--- config.mk ---
export PLATFORM = sky130hd
export DESIGN_NAME = shift_add_mult_param
export DESIGN_NICKNAME = d
export VERILOG_FILES = /design/src/rtl/shift_add_mult_param.sv
export SDC_FILE = /design/constraint.sdc
export NUM_CORES = 1
export LEC_CHECK = 0
export BUFFER_PORTS_ARGS = -buffer_cell sky130_fd_sc_hd__buf_4
export CORE_MARGIN = 3
export CORE_UTILIZATION = 55
export CTS_CLUSTER_SIZE = 8
export DETAILED_ROUTE_END_ITERATION = 10
export PLACE_DENSITY = 0.89
export SLEW_MARGIN = 20
export SYNTH_ARGS = -nofsm -noshare
export SYNTH_HDL_FRONTEND = slang
export SYNTH_SLANG_ARGS = --single-unit
--- constraint.sdc ---
create_clock -name clk -period 2.6 [get_ports clk]
set_input_delay 0.52 -clock clk [delete_from_list [all_inputs] [get_ports clk]]
set_output_delay 0.52 -clock clk [all_outputs]
set_load 0.01 [all_outputs]
--- src/rtl/shift_add_mult_param.sv ---
// -----------------------------------------------------------------------------
// shift_add_mult_param
//
// Sequential shift-and-add multiplier with WIDTH-bit operands and a 2*WIDTH-bit
// registered product. Each operation is either unsigned or two's complement.
// One partial-product iteration runs per clock. Operands are converted to
// magnitudes when they are latched, multiplied as unsigned values, and the sign
// is applied once at the end.
//
// Ports:
//   clk          system clock, rising-edge active
//   n_rst        asynchronous active-low reset
//   start        request pulse; accepted only while busy=0 (IDLE or DONE)
//   signed_mode  1 = two's complement operands, 0 = unsigned; sampled with start
//   M            multiplicand, sampled with start
//   Q            multiplier, sampled with start
//   busy         high while an iteration sequence is running (CALC)
//   done         one-cycle pulse in the cycle after P is updated
//   P            product register; holds the last result
//   state_dbg    current FSM state (IDLE=0, CALC=1, DONE=2)
//
// Handshake: start is a request with no acknowledge other than busy. It is
// sampled on a rising edge only when busy=0, and this includes the DONE cycle,
// so results can be produced back to back. A start seen while busy=1 is
// dropped. done rises on the same edge that loads P and falls one edge later.
// -----------------------------------------------------------------------------
module shift_add_mult_param #(
    parameter int WIDTH = 4
) (
    input  logic                 clk,
    input  logic                 n_rst,
    input  logic                 start,
    input  logic                 signed_mode,
    input  logic [WIDTH-1:0]     M,
    input  logic [WIDTH-1:0]     Q,
    output logic                 busy,
    output logic                 done,
    output logic [2*WIDTH-1:0]   P,
    output logic [1:0]           state_dbg
);

    localparam int CW = $clog2(WIDTH + 1);

    localparam logic [1:0] S_IDLE = 2'd0;
    localparam logic [1:0] S_CALC = 2'd1;
    localparam logic [1:0] S_DONE = 2'd2;

    logic [1:0]         state;
    logic [WIDTH-1:0]   mr;
    logic [WIDTH-1:0]   qr;
    logic [WIDTH-1:0]   a;
    logic               carry;
    logic [CW-1:0]      cnt;
    logic               neg;

    // Next-iteration datapath
    logic [WIDTH:0]     add_sum;
    logic [WIDTH-1:0]   a_shift;
    logic [WIDTH-1:0]   qr_shift;
    logic [2*WIDTH-1:0] prod_mag;
    logic [2*WIDTH-1:0] prod_res;
    logic               load;

    // Magnitude of an operand. In signed mode the most negative value negates
    // to itself, and that bit pattern is exactly 2^(WIDTH-1) read as unsigned.
    function automatic logic [WIDTH-1:0] magnitude(input logic [WIDTH-1:0] x,
                                                   input logic             sm);
        return (sm && x[WIDTH-1]) ? -x : x;
    endfunction

    assign busy      = (state == S_CALC);
    assign state_dbg = state;

    // A new operation may start from IDLE or from the one-cycle DONE state.
    assign load = start && (state != S_CALC);

    always_comb begin
        add_sum  = {carry, a};
        if (qr[0]) begin
            add_sum = {1'b0, a} + {1'b0, mr};
        end
        // Right shift of {carry, A, Qr} with zero shifted in. The carry lands
        // in the MSB of A, and the new carry is always zero.
        a_shift  = add_sum[WIDTH:1];
        qr_shift = {add_sum[0], qr[WIDTH-1:1]};
        prod_mag = {a_shift, qr_shift};
        prod_res = neg ? -prod_mag : prod_mag;
    end

    always_ff @(posedge clk or negedge n_rst) begin
        if (!n_rst) begin
            state <= S_IDLE;
            mr    <= '0;
            qr    <= '0;
            a     <= '0;
            carry <= 1'b0;
            cnt   <= '0;
            neg   <= 1'b0;
            done  <= 1'b0;
            P     <= '0;
        end else begin
            done <= 1'b0;
            if (load) begin
                mr    <= magnitude(M, signed_mode);
                qr    <= magnitude(Q, signed_mode);
                a     <= '0;
                carry <= 1'b0;
                cnt   <= CW'(WIDTH);
                neg   <= signed_mode & (M[WIDTH-1] ^ Q[WIDTH-1]);
                state <= S_CALC;
            end else begin
                case (state)
                    S_CALC: begin
                        a     <= a_shift;
                        qr    <= qr_shift;
                        carry <= 1'b0;
                        cnt   <= cnt - CW'(1);
                        if (cnt == CW'(1)) begin
                            // Final iteration: the product comes from the
                            // post-shift values computed this cycle.
                            P     <= prod_res;
                            done  <= 1'b1;
                            state <= S_DONE;
                        end
                    end
                    default: begin
                        // IDLE without start, or DONE without start.
                        state <= S_IDLE;
                    end
                endcase
            end
        end
    end

endmodule

==> results of run 1 <==
## worst reg2reg max path, cell delays in order, from the launching register on
cell and delay, ns:
dfrtp_1 0.45, ha_1 0.26, fa_1 0.41, xnor2_1 0.17, nand2_1 0.08, o21ai_1 0.20, a41oi_1 0.19, xor2_1 0.19
o21ai_1 0.13
## cell usage after synthesis
cell type  number  area, um2
a41oi_1         1       8.76
xor2_1          4       35.0
o211ai_1        1       7.51
o21ai_1         8       40.0
a31oi_1         2       12.5
mux2i_1         5       50.1
nor3_2          1       10.0
a41o_1          1       10.0
nor2b_1         1       6.26
clkbuf_1        2       7.51
nand4bb_1       1       11.3
nor3_1          2       10.0
or3_1           3       18.8
buf_6           1       11.3
ha_1            9        113
dfrtp_1        27        676
nand3_1         3       15.0
a311oi_1        1       8.76
o21ai_0        18       90.1
nand2b_1        2       12.5
xnor2_1         5       43.8
o31ai_2         1       12.5
nand2_1        26       97.6
nand3b_1        4       30.0
inv_1          14       52.6
o221ai_2        1       15.0
fa_1            1       20.0
buf_2           2       10.0
and4b_1         1       10.0
o31ai_1         2       15.0
nor2_1          9       33.8
a21oi_1         4       20.0
## layer usage
metal	track usage [%]	vias up	wire [um]
li1	-	605	-
met1	23.4	575	1290
met2	39.4	40	1600
met3	2.85	8	160
met4	8.94	0	62
met5	0	-	0
## layout by cell type, fill, tap and decap left out, types with 5 or more instances in the layout
cell type / instances
nor2_1: 9
buf_4: 23
nand2_1: 26
xnor2_1: 5
o21ai_0: 18
ha_1: 9
inv_1: 14
mux2i_1: 5
o21ai_1: 8
dfrtp_1: 27
## stage by stage
stage / worst slack [ns] / util (%) / std cells / hold WS [ns] / area, um2
after floorplan: 0.721 / - / 163 / 0.224 / 1510
after global placement: 0.629 / 66.6 / 211 / 0.442 / 1700
after detailed placement: 0.501 / 66.6 / 211 / 0.451 / 1700
after CTS: 0.430 / 67.7 / 215 / 0.0751 / 1720
after global routing: 0.279 / 67.7 / 215 / 0.0690 / 1720
final: 0.414 / 67.7 / 215 / 0.0576 / 1720
## path summary, 6_finish.rpt
path                                           from                 end  slack, ns  cells past startpoint
min                                           n_rst   qr[2]$_DFFE_PN0P_       0.06                      1
max reg2reg                        a[0]$_DFFE_PN0P_    P[6]$_DFFE_PN0P_       0.45                      8
max in group asynchronous                     n_rst    P[3]$_DFFE_PN0P_       2.29                      1
max                        state_dbg[1]$_DFFE_PN0P_                busy       0.41                      3
min in group clk                               M[3]   mr[3]$_DFFE_PN0P_       0.43                      3
min reg2reg                      cnt[2]$_DFFE_PN0P_  cnt[2]$_DFFE_PN0P_       0.49                      1
## final cells by class
cell class	count	area (um2)	share of cell area [%]
Clock inverter	1	5.00	0.290
Tap cell	30	37.5	2.18
Timing Repair Buffer	23	173	10.0
Multi-Input combinational cell	117	757	43.9
Sequential cell	27	676	39.2
Inverter	14	52.6	3.05
Clock buffer	3	22.5	1.31
## flip-flops by register name, summed over array words and instances (netlist names)
name,count
mr,4
qr,4
neg,1
cnt,3
done,1
state_dbg,2
P,8
a,4
## power by group
group | switching (mW) | leakage (nW) | internal (mW)
Clock | 0.132 | 0.0177 | 0.0580
Sequential | 0.162 | 0.341 | 0.597
Combinational | 0.573 | 0.485 | 0.428
## kinds of logic after synthesis
kind of cell	share of synthesized area, %
AO/OA/AOI/OAI	15.9
buffers and inverters	5.37
AND/OR/NAND/NOR	16.9
multiplexers	3.31
flip-flops	44.6
XOR/XNOR	5.21
adder cells (fa/ha/maj)	8.76
==> results.md, run 1 <==
- The run finished with clean final reports.
- The wire length of the first global-routing pass is 5490 um.
- The largest individual stage delay along the critical path comes from the cell dfrtp_1.
- Data on the critical path arrives at its endpoint at 1.67 ns.
- The number of gates resized after CTS was 0.
- The H-tree level count is 1.
- Max-cap violations in this run came to 0.
- Clock-pin slew was measured on the worst setup and hold paths at 0.15 ns.
- Setup repair after global routing left no endpoint under its margin.
- STA classifies the critical path endpoint as a primary output.
- The worst-case IR drop observed on VDD is 0.670 mV.
- The average wire per standard cell is 14.5 um.
- The post-CTS setup-driven buffer insertion count is 0.
- After detailed routing, the number of vias per cell comes to 5.71.
- The peak fanout along the critical path is 14.
- Entering global routing, the biggest net connects 28 pins.
- The number of hold buffers added after CTS is 0.
- The tree is rooted in a clkbuf_4.
- The repair_antennas step left the layout with diodes totalling 0.
- The headroom to the max-slew limit is 60.9%.
- In the final timing run, aggregate negative setup slack is 0 ns.
- TritonCTS built the clock tree.
- 24 I/O pins were placed.
- The critical path is of the flip-flop to primary output type.
- The final number of hold-violating endpoints came to 0.
- Broken down by cell family, the worst path's largest delay share belongs to buffers and inverters.
- The initial antenna violation count was 0.
- The final global-route overflow total is 0.
- The post-synthesis instance total is 163.
- From left edge to right edge, the die measures 58.5 um.
- The final period demand of the worst path is 2.19 ns.
- The largest incremental delay on the critical path is 0.40 ns.
- The number of distinct library cells after synthesis is 32.
- The cell area after synthesis is 1510 um2.
- The via total after detailed routing is 1,228.
- Counting every net in the synthesized netlist gives 185.
- The standard cell core area is 2540 um2.
- The number of input and output port buffers inserted is 23.
- Timing would allow up to 457 MHz.
- Global routing consumed, over all layers together, 21.0% of the routing resources.
- The clock insertion delay at the later pin of the skew report is 0.34 ns.
- The area of the die is 3420 um2.
- The final count of pins violating max slew is 0.
- Relative to the synthesized area, the layout overhead comes to 13.8%.
- The fraction of layout instances using a drive strength above 1 is 16.2%.
- At the pin with the least slew margin, the transition time is 0.584 ns.
- The final layout net count is 208.
- The Yosys step of the flow raised 0 warnings.
- The total of endpoints with negative setup slack in the final report is 0.
- The synthesized area per cell is 9.29 um2.
- The via count of the first global-routing pass is 1,268.
- The number of cell rows is 18.
- The detailed placement HPWL is 2400 um.
- Dividing the final minimum period by the clock period gives 84.1%.
- Measured along the y axis, the die boundary spans 58.5 um.
- The total buffers and inverters traversed by the critical path is 2.
- The part of the Yosys area used for sequential elements is 44.6%.
- Clock tree synthesis inserted a total of 3 buffers.
- The clock passes through at most 2 buffers.
- The critical path goes through nand2b_1 > inv_1 > buf_4.
- Wires add up to 3120 um.
- The congestion estimate from routability-driven global placement came to 0.799.
- For this design the static power due to leakage is 0.843 nW.
- The clock arrives with 0.00940 ns of skew.
- The detail route stage leaves a number of antenna-violating nets equal to 0.
- The filler cells instantiated in the layout total 211.
- After synthesis the netlist holds a flip-flop and latch count of 27.
- The design draws 1.95 mW.
- At the worst endpoint, the required time is 2.08 ns.
- The element type at the critical path start is a flip-flop.
- The first detailed-routing pass took 4 iterations.
- The worst hold path belongs to the class primary input to async pin.
- Counting every sink on the clock net gives 27.
- The post-route DRC violation count is 0.
- The power density over the cells is 1130 nW/um2.
- The number of design-rule violations left by the first detailed-router iteration is 52.
- The starting density of the core is 59.5%.
Power figures use the tool's default switching activity.
==> run 2, diff against run 1 <==
clock period = 2.3 ns   (was 2.6 ns; I/O delays follow)
==> results.md, run 2 (synthesized netlist as in run 1, its figures left out) <==
- The run finished with clean final reports.
- The total routing usage reported by global routing is 19.1%.
- The register with the most flip-flops in the layout has 8 of them.
- The largest individual stage delay along the critical path comes from the cell dfrtp_1.
- After detailed routing, the number of vias per cell comes to 5.61.
- The cell class contributing the biggest share of worst-path delay is adder cells.
- The number of inserted diodes is 0.
- Of all nets on the critical path, the largest fanout is 4.
- Measured against its own limit, the worst slew margin works out to 69.3%.
- The number of cell rows is 18.
- The final number of hold-violating endpoints is 0.
- The longest clock path from root to sink contains 2 buffers.
- The total buffers and inverters traversed by the critical path is 0.
- The required time reported for the critical path endpoint is 2.56 ns.
- Routability-driven placement finished with a final weighted congestion of 0.782.
- The final global-route overflow total is 0.
- Leaving out fill and tap cells, the most frequent cells in the layout are dfrtp_1, nand2_1, buf_4, o21ai_0, inv_1.
- The TritonCTS clock tree is yes.
- The count of instances resized after the clock tree is built is 0.
- The number of design-rule violations left by the first detailed-router iteration is 29.
- The number of ports placed on the die boundary is 24.
- The number of hold buffers added after CTS is 0.
- The sequential power share is 39.2%.
- In the finished design, the share of the clock period the worst path needs comes to 91.5%.
- Measured in cells, the most critical reg-to-reg path has a length of 8.
- The post-route DRC violation count is 0.
- Summed over all cells, the static leakage comes to 0.850 nW.
- The most common library cell in the layout ignoring fill and taps is dfrtp_1.
- The total of endpoints with negative setup slack in the final report is 0.
- The fraction of layout instances using a drive strength above 1 is 16.6%.
- The routed design has 2860 um of wire.
- The wire length of the first global-routing pass is 5060 um.
- The largest incremental delay on the critical path is 0.45 ns.
- The clock reaches the later pin of the worst-skew pair after 0.33 ns.
- For the pin with the worst max-slew slack, the measured transition is 0.460 ns.
- The H-tree level count is 1.
- Across all hold checks on the routed design, the worst slack comes to 0.00858 ns.
- The number of input and output port buffers inserted is 23.
- The number of clock buffers added by TritonCTS is 3.
- The critical path is of the flip-flop to flip-flop type.
- The endpoint of the most critical register-to-register path is P[6]$_DFFE_PN0P_.
- The analysis attributes to net switching a power of 0.937 mW.
- The library cell used as clock root buffer is clkbuf_4.
- Combinational logic burns 51.4% of the power.
- With fillers left out, the area of the finished cells amounts to 1740 um2.
- The clock network burns 9.4% of the power.
- After detailed placement, the total cell area comes to 1710 um2.
- The filler cells instantiated in the layout total 193.
- The tightest min-delay check is of the primary input to async pin type.
- The area of the die is 3420 um2.
- The vertical die dimension is 58.5 um.
- The x dimension of the die is 58.5 um.
- The worst setup path is captured at a flip-flop.
- The worst setup slack for register-to-register paths is 0.20 ns.
- The floorplan step defined a core boundary enclosing 2540 um2.
- Counting I/O delays and the setup requirement, the final critical path takes 2.10 ns.
- The critical path goes through ha_1 > fa_1 > xnor2_1 > nand2_1 > o21ai_1 > a41oi_1 > xor2_1 > o21ai_1.
- The worst register-to-register path begins at a[0]$_DFFE_PN0P_.
- In this run, placement finished with an instance count of 213.
- The number of standard cells in the layout, taps in and fillers out is 217.
- VDD sags by at most 0.796 mV.
- The final layout net count is 210.
- The element type at the critical path start is a flip-flop.
- The HPWL after detailed placement is 2250 um.
- The setup TNS is 0 ns.
- The total number of clock tree sinks is 27.
- Setup repair after global routing left no endpoint under its margin.
- The pre-antenna-repair detailed-routing pass consisted of 4 iterations.
- More flip-flops sit in one register than any other, and that register is P.
- The signal arrival time at the worst endpoint is 2.37 ns.
- Entering global routing, the biggest net connects 28 pins.
- The post-CTS setup-driven buffer insertion count is 0.
- In this design, the critical path's most frequently occurring cell is o21ai_1.
- The average wire per standard cell is 13.2 um.
- The area growth from synthesis to final layout is 14.7%.
- Static timing analysis puts the maximum clock frequency at 475 MHz.
- Once detail routing completed, the nets flagged for antenna violations numbered 0.
- The clock-pin slew reported for the worst setup and hold paths after clock tree synthesis is 0.14 ns.
- The total of max-cap violations is 0.
- The maximum clock skew at final layout is 0.00308 ns.
- The internal power is 1.24 mW.
- The starting density of the core is 59.5%.
- Total power for the finished layout comes to 2.18 mW.
- The initial antenna violation count came to 0.
- In this run switching power makes up 42.9% of total power.
- The power density over the cells is 1260 nW/um2.
- The routed layout has 1,217 vias.
- The final count of pins violating max slew is 0.
- The via count of the first global-routing pass came to 1,226.
[run 2: cell types whose count changed in the layout (fill, tap and decap cells not counted)]
cell,before,now
buf_4,23,25
clkbuf_1,0,1
clkinv_2,1,0
[run 2: cell type report]
type	instances	area [um2]	share of cell area, %
multi-input cells	117	757	43.6
repair buffers	25	188	10.8
inverters	14	52.6	3.03
well taps	30	37.5	2.16
flip-flops and latches	27	676	38.9
clock buffers	4	26.3	1.51
[run 2: worst max path at each step]
stage,cells past startpoint,start,to
after floorplan,8,a[0]$_DFFE_PN0P_,P[6]$_DFFE_PN0P_
after global routing,8,a[0]$_DFFE_PN0P_,P[6]$_DFFE_PN0P_
after detailed placement,8,a[0]$_DFFE_PN0P_,P[6]$_DFFE_PN0P_
after global placement,8,a[0]$_DFFE_PN0P_,P[6]$_DFFE_PN0P_
after CTS,8,a[0]$_DFFE_PN0P_,P[6]$_DFFE_PN0P_
final,8,a[0]$_DFFE_PN0P_,P[6]$_DFFE_PN0P_
[run 2: power by group through the flow]
stage                     Combinational, mW  Clock, mW  Sequential [mW]
after global routing                   1.28      0.223            0.884
after detailed placement               1.13          0            0.864
after CTS                              1.13      0.208            0.852
after floorplan                       0.797          0            0.841
after global placement                 1.07          0            0.845
final                                  1.12      0.206            0.854
[run 2: through the flow]
stage               util, %  worst slack (ns)
detailed placement     67.2             0.227
floorplan                 -             0.421
global placement       67.2             0.335
finish                 68.2             0.196
global route           68.2            0.0954
CTS                    68.2             0.198
[run 2: per-layer routing]
layer | vias to the layer above | GRT usage (%) | part of all wire (%)
met5 | - | 0 | 0
met1 | 575 | 21.8 | 44
met2 | 28 | 35.4 | 49
li1 | 609 | - | -
met4 | 0 | 7.28 | 1.9
met3 | 5 | 2.85 | 4.6
